--- src/rtl/vga_timing_pkg.sv ---
// Shared 640x480 @ 60 Hz timing constants, coordinate type and sync decode
// helpers for the VGA timing generator.
package vga_timing_pkg;

    localparam int COORD_W = 10;

    typedef logic [COORD_W-1:0] coord_t;

    typedef struct packed {
        logic hsync;
        logic vsync;
        logic video_on;
    } sync_t;

    localparam int PIX_DIV_DEF = 4;

    localparam int H_DISPLAY_DEF = 640;
    localparam int H_FRONT_DEF   = 16;
    localparam int H_SYNC_DEF    = 96;
    localparam int H_BACK_DEF    = 48;

    localparam int V_DISPLAY_DEF = 480;
    localparam int V_FRONT_DEF   = 10;
    localparam int V_SYNC_DEF    = 2;
    localparam int V_BACK_DEF    = 33;

    localparam int H_TOTAL      = H_DISPLAY_DEF + H_FRONT_DEF + H_SYNC_DEF + H_BACK_DEF;
    localparam int H_SYNC_START = H_DISPLAY_DEF + H_FRONT_DEF;
    localparam int H_SYNC_END   = H_SYNC_START + H_SYNC_DEF - 1;

    localparam int V_TOTAL      = V_DISPLAY_DEF + V_FRONT_DEF + V_SYNC_DEF + V_BACK_DEF;
    localparam int V_SYNC_START = V_DISPLAY_DEF + V_FRONT_DEF;
    localparam int V_SYNC_END   = V_SYNC_START + V_SYNC_DEF - 1;

    // Wrap is an explicit compare against the last legal value, never an overflow.
    function automatic coord_t wrap_inc(input coord_t value, input coord_t last);
        return (value == last) ? '0 : value + coord_t'(1);
    endfunction

    // Sync pulses are active low; the bounds are inclusive.
    function automatic sync_t decode_sync(
        input coord_t x,
        input coord_t y,
        input coord_t h_display,
        input coord_t hs_start,
        input coord_t hs_end,
        input coord_t v_display,
        input coord_t vs_start,
        input coord_t vs_end
    );
        sync_t s;
        s.hsync    = !((x >= hs_start) && (x <= hs_end));
        s.vsync    = !((y >= vs_start) && (y <= vs_end));
        s.video_on = (x < h_display) && (y < v_display);
        return s;
    endfunction

endpackage

--- src/rtl/vga_pix_div.sv ---
// Pixel-rate prescaler: emits a registered one-cycle strobe every PIX_DIV
// clock cycles, first strobe PIX_DIV cycles after reset release.
module vga_pix_div
    import vga_timing_pkg::*;
#(
    parameter int PIX_DIV = PIX_DIV_DEF
) (
    input  logic i_clk,
    input  logic i_rst,
    output logic o_p_tick
);

    localparam int                DIV_W    = $clog2(PIX_DIV);
    localparam logic [DIV_W-1:0]  DIV_LAST = DIV_W'(PIX_DIV - 1);

    logic [DIV_W-1:0] r_div_cnt;
    logic             r_p_tick;

    // The strobe is registered from the terminal count, so it is high in the
    // cycle following the one in which the counter sits at its last value.
    always_ff @(posedge i_clk) begin
        // NOTE: sequential state uses non-blocking assignments so every
        // register samples pre-edge values and simulation matches hardware.
        if (i_rst) begin
            r_div_cnt <= '0;
            r_p_tick  <= 1'b0;
        end else begin
            r_div_cnt <= (r_div_cnt == DIV_LAST) ? '0 : r_div_cnt + DIV_W'(1);
            r_p_tick  <= (r_div_cnt == DIV_LAST);
        end
    end

    assign o_p_tick = r_p_tick;

endmodule

--- src/rtl/vga_sync_gen.sv ---
// VGA 640x480 @ 60 Hz timing generator: pixel prescaler, H/V position counters
// and zero-skew registered sync decode. Optional frame strobe: VGA_SYNC_FRAME_TICK_EN.
module vga_sync_gen
    import vga_timing_pkg::*;
#(
    parameter int PIX_DIV   = PIX_DIV_DEF,
    parameter int H_DISPLAY = H_DISPLAY_DEF,
    parameter int H_FRONT   = H_FRONT_DEF,
    parameter int H_SYNC    = H_SYNC_DEF,
    parameter int H_BACK    = H_BACK_DEF,
    parameter int V_DISPLAY = V_DISPLAY_DEF,
    parameter int V_FRONT   = V_FRONT_DEF,
    parameter int V_SYNC    = V_SYNC_DEF,
    parameter int V_BACK    = V_BACK_DEF
) (
    input  logic               clkvga,
    input  logic               rst,
`ifdef VGA_SYNC_FRAME_TICK_EN
    output logic               frame_tick,
`endif
    output logic               p_tick,
    output logic [COORD_W-1:0] x,
    output logic [COORD_W-1:0] y,
    output logic               hsync,
    output logic               vsync,
    output logic               video_on
);

    localparam coord_t H_LAST     = coord_t'(H_DISPLAY + H_FRONT + H_SYNC + H_BACK - 1);
    localparam coord_t H_DISP_C   = coord_t'(H_DISPLAY);
    localparam coord_t HS_START_C = coord_t'(H_DISPLAY + H_FRONT);
    localparam coord_t HS_END_C   = coord_t'(H_DISPLAY + H_FRONT + H_SYNC - 1);

    localparam coord_t V_LAST     = coord_t'(V_DISPLAY + V_FRONT + V_SYNC + V_BACK - 1);
    localparam coord_t V_DISP_C   = coord_t'(V_DISPLAY);
    localparam coord_t VS_START_C = coord_t'(V_DISPLAY + V_FRONT);
    localparam coord_t VS_END_C   = coord_t'(V_DISPLAY + V_FRONT + V_SYNC - 1);

    localparam sync_t SYNC_RESET = '{hsync: 1'b1, vsync: 1'b1, video_on: 1'b0};

    logic   w_p_tick;
    logic   w_end_of_line;
    coord_t w_x_next;
    coord_t w_y_next;
    sync_t  w_sync_next;

    coord_t r_x;
    coord_t r_y;
    sync_t  r_sync;

    vga_pix_div #(
        .PIX_DIV (PIX_DIV)
    ) u_pix_div (
        .i_clk    (clkvga),
        .i_rst    (rst),
        .o_p_tick (w_p_tick)
    );

    assign w_end_of_line = (r_x == H_LAST);

    always_comb begin
        // NOTE: every output of this block gets a default first, so no path
        // leaves a variable unassigned and no latch is inferred.
        w_x_next = r_x;
        w_y_next = r_y;
        if (w_p_tick) begin
            w_x_next = wrap_inc(r_x, H_LAST);
            if (w_end_of_line) begin
                w_y_next = wrap_inc(r_y, V_LAST);
            end
        end
    end

    // Decoding the next position keeps the sync outputs aligned with x/y.
    assign w_sync_next = decode_sync(w_x_next, w_y_next,
                                     H_DISP_C, HS_START_C, HS_END_C,
                                     V_DISP_C, VS_START_C, VS_END_C);

    always_ff @(posedge clkvga) begin
        if (rst) begin
            r_x    <= '0;
            r_y    <= '0;
            r_sync <= SYNC_RESET;
        end else begin
            r_x    <= w_x_next;
            r_y    <= w_y_next;
            r_sync <= w_sync_next;
        end
    end

`ifdef VGA_SYNC_FRAME_TICK_EN
    logic r_frame_tick;

    // Fires on the edge that returns the position to (0,0) from the last pixel,
    // which reset release never does.
    always_ff @(posedge clkvga) begin
        if (rst) begin
            r_frame_tick <= 1'b0;
        end else begin
            r_frame_tick <= w_p_tick && w_end_of_line && (r_y == V_LAST);
        end
    end

    assign frame_tick = r_frame_tick;
`endif

    assign p_tick   = w_p_tick;
    assign x        = r_x;
    assign y        = r_y;
    assign hsync    = r_sync.hsync;
    assign vsync    = r_sync.vsync;
    assign video_on = r_sync.video_on;

endmodule
--- config.mk ---
export PLATFORM = sky130hd
export DESIGN_NAME = vga_sync_gen
export DESIGN_NICKNAME = d
export VERILOG_FILES = /design/src/rtl/vga_timing_pkg.sv /design/src/rtl/vga_pix_div.sv /design/src/rtl/vga_sync_gen.sv
export SDC_FILE = /design/constraint.sdc
export NUM_CORES = 1
export LEC_CHECK = 0
export BUFFER_PORTS_ARGS = -buffer_cell sky130_fd_sc_hd__buf_4
export CORE_MARGIN = 2
export CORE_UTILIZATION = 45
export CTS_BUF_LIST = sky130_fd_sc_hd__clkbuf_2 sky130_fd_sc_hd__clkbuf_4 sky130_fd_sc_hd__clkbuf_8
export DETAILED_ROUTE_END_ITERATION = 8
export PLACE_DENSITY = 0.7
export SETUP_SLACK_MARGIN = 0.2
export SLEW_MARGIN = 20
export SYNTH_ARGS = -nofsm -noshare
export SYNTH_HDL_FRONTEND = slang
export SYNTH_SLANG_ARGS = --single-unit
export TNS_END_PERCENT = 10
--- constraint.sdc ---
create_clock -name clkvga -period 5.4 [get_ports clkvga]
set_clock_uncertainty 0.2 [all_clocks]
set_input_delay 0.54 -clock clkvga [delete_from_list [all_inputs] [get_ports clkvga]]
set_output_delay 0.54 -clock clkvga [all_outputs]
set_load 0.02 [all_outputs]
==> impl_results.rst <==
.. list-table::
   :header-rows: 1

   * - Metric
     - Value
   * - Sequential-to-total area share from yosys stat
     - around a third
   * - Accumulated negative setup slack
     - 0 ns
   * - Number of setup violations in the final report
     - 0
   * - # DRC
     - 0
   * - Placement Rows
     - 20
   * - Core region area
     - 0.00310 mm²
   * - Slew at the pin with the worst max-slew slack
     - 0.771 ns
   * - Routed Antenna Nets
     - 0
   * - Maximum Capacitance Violations
     - 0
   * - Pre-CTS setup slack
     - roughly 2.6 ns
   * - Number of antenna violations at the first check in global routing
     - 0
   * - Count of nets after finishing
     - 196
   * - X dimension of the die
     - 61.4 µm
   * - Clock edge transition at the registers on the reported setup and hold paths
     - 0.14 ns
   * - Net Sw Frac
     - approximately 22%
   * - Net count after synthesis
     - 179
   * - Area growth, synth to finish
     - 13.4%
   * - Maximum root-to-sink buffer count
     - 2
   * - Average via count per standard cell
     - 5.65
   * - Comb power frac
     - between 4 and 5%
   * - Rel. slew slack
     - 48.3%
   * - Total power
     - 0.313 mW
   * - Worst setup slack after layout
     - approximately 2.8 ns
   * - Final cycle utilization of the critical path
     - 48.0%
   * - Count of distinct cell types in the synthesized netlist
     - 51
   * - RSZ-0062 raised after global routing
     - false
   * - Die Ht
     - 61.4 µm
   * - Source of the critical timing path
     - x[0]
   * - Primary FF master, synth
     - sky130_fd_sc_hd__dfxtp_1
   * - Ys async rst share
     - 0%
   * - Number of flops mapped to enable cells by yosys
     - 0
   * - Sequential cell fraction of total power
     - 63.8%
   * - Hold wc startpoint
     - u_pix_div.r_div_cnt[0]
   * - Static power due to leakage
     - around 0.64 nW
   * - Starting utilization of the core area
     - 47.7%
   * - Final max-slew violation count
     - 0
   * - Sw power
     - 0.0692 mW
   * - Reg2reg start
     - x[0]
   * - Insertion delay to the later sink of the worst-skew pair
     - 0.32 ns
   * - # diodes
     - 0
   * - CTS H-tree lvls
     - 1
   * - Worst min-delay path category
     - flop to flop
   * - Average routed wire per standard cell
     - 13.8 µm
   * - Hold Worst Slack
     - 0.243 ns
   * - Top fanout value on the critical path
     - 14
   * - Critical path startpoint category
     - flop
   * - Placed wire-length estimate after detailed placement
     - 2350 µm
   * - Die area
     - 0.00376 mm²
   * - Result of the run
     - finished, final reports clean
   * - Non-Filler Cell Area, Final
     - 0.00168 mm²
   * - DRC violation total after the first TritonRoute iteration
     - 41
   * - Peak ir drop on the vdd network
     - about 0.21 mV
   * - Clock buffer count from CTS
     - 3
   * - Critical Path RT
     - between 5 and 6 ns
   * - Most common library cell in the layout ignoring fill and taps
     - sky130_fd_sc_hd__dfxtp_1
   * - Placed Instance Area
     - around 0.0016 mm²
   * - CTS tree
     - done
   * - Clock root buffer
     - sky130_fd_sc_hd__clkbuf_4
   * - First-pass GRT wire length
     - 5420 µm
   * - Warnings, synthesis
     - 0
   * - Kind of end point of the critical path
     - flop
   * - Power density relative to cell area
     - around 190 mW/mm²
   * - Yosys reg bits
     - 26
   * - Total number of vias
     - 1,317
   * - GRT Resource Usage Total
     - between 10% and 20%
   * - Commonest cells after routing, fill and taps aside
     - 26 x sky130_fd_sc_hd__dfxtp_1, 25 x sky130_fd_sc_hd__buf_4, 17 x sky130_fd_sc_hd__nor2_1
   * - Number of I/O port buffers
     - 25
   * - Fin. Hold Viols
     - 0
   * - Setup repair bufs after CTS
     - 0
   * - Post-synth design cell area
     - 0.00148 mm²
   * - Cell-internal power
     - 0.243 mW
   * - Number of global-route vias before repair
     - 1,173
   * - Final critical delay including setup and external delays
     - 2.59 ns
   * - Data arrival at the endpoint of the critical path
     - ~2.6 ns
   * - Total wire length
     - 3210 µm
   * - Final estimated routing congestion in global placement
     - around 0.85
   * - Total of hold buffers inserted after clock tree synthesis
     - 0
   * - Worst setup path class
     - flop to flop
   * - Number of clock sinks
     - 26
   * - Post-synthesis area per instance
     - 8.56 µm²
   * - CTS-repair resized insts
     - 0
   * - Detailed Routing Iterations Pass 1
     - 4
   * - IO Count
     - 26
   * - Achievable frequency
     - 386 MHz
   * - Gr ovfl total
     - 0
   * - Cell count after synthesis
     - 173
   * - Maximum number of pins on one net before global-route repair
     - 21
   * - Fraction of final layout cells with drive strength greater than 1
     - approximately 21%
   * - Clock power share
     - a little under a third
synth_stat cells (2+ instances only):
cell type / instances / share of area [%]
sky130_fd_sc_hd__nor2_1: 17 / 4.3
sky130_fd_sc_hd__nand3_1: 6 / 2.0
sky130_fd_sc_hd__o211ai_1: 2 / 1.0
sky130_fd_sc_hd__a21oi_1: 10 / 3.4
sky130_fd_sc_hd__clkbuf_1: 6 / 1.5
sky130_fd_sc_hd__nand4_1: 6 / 2.5
sky130_fd_sc_hd__and3_1: 5 / 2.1
sky130_fd_sc_hd__o31ai_1: 3 / 1.5
sky130_fd_sc_hd__nand2_1: 9 / 2.3
sky130_fd_sc_hd__xor2_1: 7 / 4.1
sky130_fd_sc_hd__nand4b_1: 2 / 1.2
sky130_fd_sc_hd__mux2i_1: 2 / 1.4
sky130_fd_sc_hd__a21o_1: 2 / 1.0
sky130_fd_sc_hd__and4_1: 3 / 1.8
sky130_fd_sc_hd__dfxtp_1: 26 / 35
sky130_fd_sc_hd__inv_1: 8 / 2.0
sky130_fd_sc_hd__xnor2_1: 6 / 3.6
sky130_fd_sc_hd__nor3_1: 9 / 3.0
sky130_fd_sc_hd__ha_1: 4 / 3.4
sky130_fd_sc_hd__buf_4: 5 / 2.5
sky130_fd_sc_hd__and2_1: 3 / 1.3
sky130_fd_sc_hd__or3_1: 2 / 0.85
sky130_fd_sc_hd__a31oi_1: 2 / 0.85
sequential cells by signal, summed over array words and instances, names as in the netlist:
name                 count
hsync                    1
u_pix_div.o_p_tick       1
u_pix_div.r_div_cnt      2
video_on                 1
vsync                    1
x                       10
y                       10
final cells by class:
type                            instances  area (µm²)
Multi-Input combinational cell        126         850
Inverter                                8        30.0
Clock buffer                            4        36.3
Fill cell                             317        1420
Timing Repair Buffer                   25         188
Tap cell                               44        55.1
Sequential cell                        26         520
worst paths after layout:
path / slack [ns] / endpoint / cells past startpoint
setup / recovery: 2.81 / vsync / 6
hold / removal: 0.24 / u_pix_div.r_div_cnt[0] / 1
setup reg to reg: 2.81 / vsync / 6
hold reg to reg: 0.24 / u_pix_div.r_div_cnt[0] / 1
power groups by stage:
| stage | combinational (mW) | sequential (mW) | clock [mW] |
|---|---|---|---|
| after floorplan | 0.0102 | 0.203 | 0 |
| after global placement | 0.0143 | 0.203 | 0 |
| after global routing | 0.0165 | 0.200 | 0.109 |
| after CTS | 0.0148 | 0.200 | 0.103 |
| after detailed placement | 0.0148 | 0.204 | 0 |
| final | 0.0147 | 0.200 | 0.0983 |
per-stage QoR:
| step | util, % | std cells |
|---|---|---|
| 6_report | 54.1 | 233 |
| 5_1_grt | 54.1 | 233 |
| 4_1_cts | 54.0 | 233 |
| 3_5_place_dp | 52.8 | 229 |
| 3_3_place_gp | 52.8 | 229 |
| 2_1_floorplan | - | 173 |
critical path, cell delays in order, from the launching register on:
cell	delay [ns]
sky130_fd_sc_hd__dfxtp_1	0.43
sky130_fd_sc_hd__ha_1	0.22
sky130_fd_sc_hd__nand4_2	0.21
sky130_fd_sc_hd__or3_4	0.53
sky130_fd_sc_hd__or4_4	0.54
sky130_fd_sc_hd__a22oi_2	0.22
sky130_fd_sc_hd__nand4_1	0.11
metal layers:
layer | track usage, % | routed length, µm | vias up | part of all wire, %
li1 | - | - | 659 | -
met1 | 27.2 | 1560 | 613 | 49
met2 | 29.2 | 1460 | 41 | 45
met3 | 4.41 | 151 | 4 | 4.7
met4 | 4.26 | 32 | 0 | 1.0
met5 | 0 | 0 | - | 0
kinds of logic (layout without fill, tap and decap cells):
family	count (synthesis)	count (layout)	synth area share (%)
XOR/XNOR	13	13	7.69
AO/OA/AOI/OAI	30	30	14.0
adder cells (fa/ha/maj)	4	4	3.38
buffers and inverters	21	37	7.78
multiplexers	2	2	1.35
flip-flops	26	26	35.2
AND/OR/NAND/NOR	77	77	30.6
No activity file was read; power rests on OpenSTA's default activity.
